<file path="src/rtl/issue_queue_pkg.sv">
// Shared issue-queue sizing and handshake helpers, so decode and issue agree on
// queue depth and pointer widths.
package issue_queue_pkg;

  localparam int IQ_DEPTH = 8;

  typedef logic [$clog2(IQ_DEPTH)-1:0] iq_ptr_t;
  typedef logic [$clog2(IQ_DEPTH):0]   iq_count_t;

  // Pair-atomic handshake decode: 01 moves one entry, 11 moves two, anything
  // else (including 10, or a request not backed by the allow bits) moves none.
  function automatic logic [1:0] pair_count(input logic [1:0] req,
                                            input logic       allow_one,
                                            input logic       allow_two);
    if (req == 2'b01 && allow_one) return 2'd1;
    if (req == 2'b11 && allow_two) return 2'd2;
    return 2'd0;
  endfunction

endpackage

</file>
<file path="src/rtl/issue_queue_ptr_add.sv">
// Wrapping pointer increment by 0/1/2; wraps for free because DEPTH is a power of two.
module issue_queue_ptr_add #(
  parameter int PW = 3
) (
  input  logic [PW-1:0] ptr,
  input  logic [1:0]    inc,
  output logic [PW-1:0] sum
);

  assign sum = ptr + PW'(inc);

endmodule

</file>
<file path="src/rtl/issue_queue.sv">
// In-order dual-wide issue queue: up to two enqueues and two in-order issues per
// cycle, with a redirect flush that empties the queue.
module issue_queue
  import issue_queue_pkg::*;
#(
  parameter int DEPTH = IQ_DEPTH,
  parameter int W     = 128
) (
  input  logic                     clk,
  input  logic                     reset,
  input  logic                     flush,
  input  logic [1:0]               in_valid,
  input  logic [W-1:0]             in_data0,
  input  logic [W-1:0]             in_data1,
  output logic                     in_ready,
  output logic [1:0]               out_valid,
  output logic [W-1:0]             out_data0,
  output logic [W-1:0]             out_data1,
  input  logic [1:0]               out_take,
  output logic [$clog2(DEPTH):0]   count,
  output logic                     empty,
  output logic                     full
);

  localparam int PW = $clog2(DEPTH);
  localparam int CW = PW + 1;

  logic [W-1:0]  mem [DEPTH];
  logic [PW-1:0] head, tail;
  logic [PW-1:0] head_p1, tail_p1, head_nxt, tail_nxt;
  logic [CW-1:0] cnt;
  logic [1:0]    nin, nout;
  logic          enq_ok;

  // Readiness looks only at registered occupancy, so slots freed this cycle do not count.
  assign in_ready  = (cnt <= CW'(DEPTH - 2));
  assign out_valid = flush ? 2'b00 : {cnt >= CW'(2), cnt >= CW'(1)};
  assign out_data0 = mem[head];
  assign out_data1 = mem[head_p1];
  assign count     = cnt;
  assign empty     = (cnt == '0);
  assign full      = (cnt == CW'(DEPTH));

  assign enq_ok = in_ready & ~flush;
  assign nin    = pair_count(in_valid, enq_ok, enq_ok);
  // A take of 11 with only one valid entry is dropped whole, not half-honoured.
  assign nout   = pair_count(out_take, out_valid[0], out_valid[1]);

  issue_queue_ptr_add #(.PW(PW)) u_head_p1  (.ptr(head), .inc(2'd1), .sum(head_p1));
  issue_queue_ptr_add #(.PW(PW)) u_tail_p1  (.ptr(tail), .inc(2'd1), .sum(tail_p1));
  issue_queue_ptr_add #(.PW(PW)) u_head_nxt (.ptr(head), .inc(nout), .sum(head_nxt));
  issue_queue_ptr_add #(.PW(PW)) u_tail_nxt (.ptr(tail), .inc(nin),  .sum(tail_nxt));

  always_ff @(posedge clk or posedge reset) begin
    if (reset) begin
      head <= '0;
      tail <= '0;
      cnt  <= '0;
    end else if (flush) begin
      head <= '0;
      tail <= '0;
      cnt  <= '0;
    end else begin
      head <= head_nxt;
      tail <= tail_nxt;
      cnt  <= cnt + CW'(nin) - CW'(nout);
    end
  end

  // Payload storage carries no reset; validity is tracked entirely by cnt.
  always_ff @(posedge clk) begin
    if (nin != 2'd0) mem[tail]    <= in_data0;
    if (nin == 2'd2) mem[tail_p1] <= in_data1;
  end

  a_no_overflow: assert property (@(posedge clk) disable iff (reset)
    (int'(cnt) + int'(nin) - int'(nout)) <= DEPTH);
  a_no_underflow: assert property (@(posedge clk) disable iff (reset)
    (int'(cnt) + int'(nin) - int'(nout)) >= 0);

endmodule

</file>
<file path="config.mk">
export PLATFORM = sky130hd
export DESIGN_NAME = issue_queue
export DESIGN_NICKNAME = d
export VERILOG_FILES = /design/src/rtl/issue_queue_pkg.sv /design/src/rtl/issue_queue_ptr_add.sv /design/src/rtl/issue_queue.sv
export SDC_FILE = /design/constraint.sdc
export NUM_CORES = 2
export LEC_CHECK = 0
export CAP_MARGIN = 20
export CELL_PAD_IN_SITES_DETAIL_PLACEMENT = 1
export CELL_PAD_IN_SITES_GLOBAL_PLACEMENT = 2
export CORE_MARGIN = 8
export CORE_UTILIZATION = 48
export CTS_CLUSTER_DIAMETER = 150
export DETAILED_ROUTE_END_ITERATION = 12
export PLACE_DENSITY_LB_ADDON = 0.1
export SYNTH_ARGS = -nofsm -noshare
export SYNTH_HDL_FRONTEND = slang
export SYNTH_SLANG_ARGS = --single-unit
</file>
<file path="constraint.sdc">
create_clock -name clk -period 16.77 [get_ports clk]
set_input_delay 3.354 -clock clk [delete_from_list [all_inputs] [get_ports clk]]
set_output_delay 3.354 -clock clk [all_outputs]
set_load 0.005 [all_outputs]
</file>
==> impl_metrics.toml <==
[placed_design]
gp_congestion = 0.763
post-place-cells = 5158
dpl_cell_area_um2 = 65800
io_buffers = 527
dp_hpwl_mm = 108
dp_slack_ns = 8.11

[worst_setup_path]
path_common_cell = "buf_4"
cp_num_cells = 6
crit_path_end_kind = "output pin"
cpPeakStageDelay_ns = 0.95
crit_chain = "buf_4 -> buf_4 -> buf_4 -> mux4_2 -> mux2_2 -> clkdlybuf4s50_1"
cp_num_buf_inv = 4
cp_data_required_time_ns = 13.42
cp_max_fo = 60
crit_family = "buffers and inverters"
slowest_stage = "dfrtp_4"
startpoint_type = "flip-flop"
worstSetupPathType = "flip-flop to output pin"
cp.arrival_ns = 5.75
r2r_cells = 6

[floorplan]
rows = 128
start_util_pct = 48.5
core-area_um2 = 122000
die_x_um = 367
dieArea_um2 = 135000
die-height_um = 367
io_pins = 528

[logic_synthesis]
seq_area_frac_synth_pct = 52.5
synth-main-ff-cell = "edfxtp_1"
yosysTopAreaCell = "edfxtp_1"
synthCells = 3189
synth_area_per_cell_um2 = 18.5
netlist-cell-type-count = 37
synth_edf_count = 1024
synth_nets = 3467
synth_top_area_share_pct = 52.1
synthArstFlopShare_pct = 0.967
yosys_warnings = 0
syn_area_um2 = 59100
synth-seq-cells = 1034
netlist_top_cells_area = "edfxtp_1 (52%), mux4_2 (20%), mux2_1 (16%)"

[pwr]
intPower_w = 0.00546
power.switching_w = 0.00185
p_leak_nw = 21.8
seqPwrFrac_pct = 41.0
pwr-share-clk_pct = 36.1
switching_share_pct = 25.3
ir_worst_vdd_uv = 79.1
power.density_nw_per_um2 = 105
combinationalPowerShare_pct = 22.9

[timing]
tightest_slew_ns = 1.14
fin_crit_ns = 9.11
period_share_pct = 54.3
final_hold_viol_count = 0
rsz0062_at_grt = "no"
layout_setup_ws_ns = 7.66
fin_worst_skew_ns = 0.0215
finalSetupTns_ns = 0
fmax_mhz = 110
setup_viol = 0
maxSlewViolCount = 0
slew_headroom_pct = 23.9

[cells_and_area]
nets = 3932
fin_area_um2 = 69800
fin_util_pct = 57.3
finalNonFillerCells = 5410
fill_cells = 10700
area_growth_pct = 18.2
drive_gt1_share_pct = 31.9

[detailed_routing]
dr.pass1.iters = 5
vias = 34800
routedWlPerCell_um = 34.2
viasPerCell = 6.44
ant_nets = 0
wl_mm = 185
drc_errors = 0
first_iter_violations = 3021

[clock_tree]
cts_resized = 0
cts_buffers = 118
ctsHoldBuffers = 0
root_buffer = "clkbuf_16"
insertion_delay_ns = 0.69
clock-sinks = 1034
clk_pin_slew_ns = 0.06
clock_path_buffers = 3
cts_max_level = 3
cts_tree = "done"
cts_setup_buffers = 0

[outcome]
status = "finished clean"

[grt]
grt-ovfl-total = 0
grt_antenna_before_repair = 44
grt_pass1_vias = 38900
grt_pass1_wl_mm = 271
grt_max_degree = 141
grt_usage_pct = 26.9

[worst_hold_path]
hp-class = "flip-flop to flip-flop"
whs_path_depth = 2

[job]
drv_cap = 0
[placed cells by master, fill, tap and decap left out, types with 4 or more instances in the layout]
cell type        count
bufinv_16           16
dfrtp_1              7
nor2_1              12
a21oi_4              5
nand3_1              5
diode_2             34
clkbuf_16          121
clkbuf_8             5
clkdlybuf4s50_1    527
mux4_2             512
mux2_2             416
buf_4               76
edfxtp_1          1024
mux2_1             864
nand2_1              5
fa_1                 4
ha_1                10
clkinv_1            22
clkinv_2            19
nand3b_1             4
clkbuf_1            32
nor2b_1              5
inv_1               13
[per-layer routing]
layer | GRT usage, % | wire (um)
met5 | 0 | 91
met4 | 8.58 | 5230
met3 | 5.63 | 13000
met2 | 45.8 | 92500
met1 | 34.7 | 74500
[power by group through the flow]
stage	Clock (W)	Sequential [W]	Combinational, W
2_1_floorplan	0	0.00303	0.000959
3_3_place_gp	0	0.00304	0.00165
3_5_place_dp	0	0.00305	0.00168
4_1_cts	0.00268	0.00300	0.00170
5_1_grt	0.00277	0.00300	0.00178
6_report	0.00263	0.00300	0.00167
[state kept, by name (all words and copies together), names as in the netlist]
signal  flops
mem      1024
tail        3
count       4
head        3
[cells in the mapped netlist (10+ instances only)]
| library cell | number |
|---|---|
| buf_1 | 21 |
| buf_2 | 145 |
| buf_4 | 10 |
| buf_6 | 24 |
| clkbuf_1 | 62 |
| dfrtp_1 | 10 |
| edfxtp_1 | 1024 |
| ha_1 | 11 |
| inv_1 | 13 |
| mux2_1 | 864 |
| mux2_2 | 416 |
| mux4_2 | 512 |
| nor2_1 | 15 |
[worst reg2reg max path: stages, from the launching register on]
cell and delay, ns:
dfrtp_1 0.82, ha_1 0.47, nor2_1 0.31, nand3b_1 0.18
a21oi_4 0.90, buf_4 0.69, buf_4 0.82
[through the flow]
step / total power, W / hold WS, ns
floorplan: 0.00399 / 0.609
global placement: 0.00469 / 0.755
detailed placement: 0.00473 / 0.795
CTS: 0.00737 / 0.804
global route: 0.00755 / 0.826
finish: 0.00730 / 0.796
[layout make-up]
type / instances / area (um^2) / share of cell area, %
well taps: 1625 / 2030 / 2.91
clock inverters: 59 / 674 / 0.966
diodes: 34 / 85.1 / 0.122
clock buffers: 158 / 3220 / 4.61
flip-flops and latches: 1034 / 31000 / 44.4
repair buffers: 607 / 5940 / 8.51
inverters: 14 / 52.6 / 0.0753
multi-input cells: 1879 / 26800 / 38.4
[logic make-up after synthesis]
logic type | after synthesis | synth area share [%]
xor gates and xnor gates | 7 | 0.117
buffers and inverters | 276 | 2.43
muxes | 1792 | 43.9
and+or+nand+nor | 52 | 0.519
AOI/OAI and AO/OA | 13 | 0.157
DFF | 1034 | 52.5
adders and majority gates | 15 | 0.369
[path summary, 6_finish.rpt]
kind / from / to / slack, ns
setup / recovery: head[0] / out_data0[103] / 7.66
hold / removal: count[0] / count[0] / 0.80
setup reg to reg: tail[0] / mem[5][58] / 12.12
hold reg to reg: count[0] / count[0] / 0.80
max in group asynchronous: reset / head[1] / 13.44
min in group asynchronous: reset / count[3] / 2.97
No activity file was read; power rests on OpenSTA's default activity.
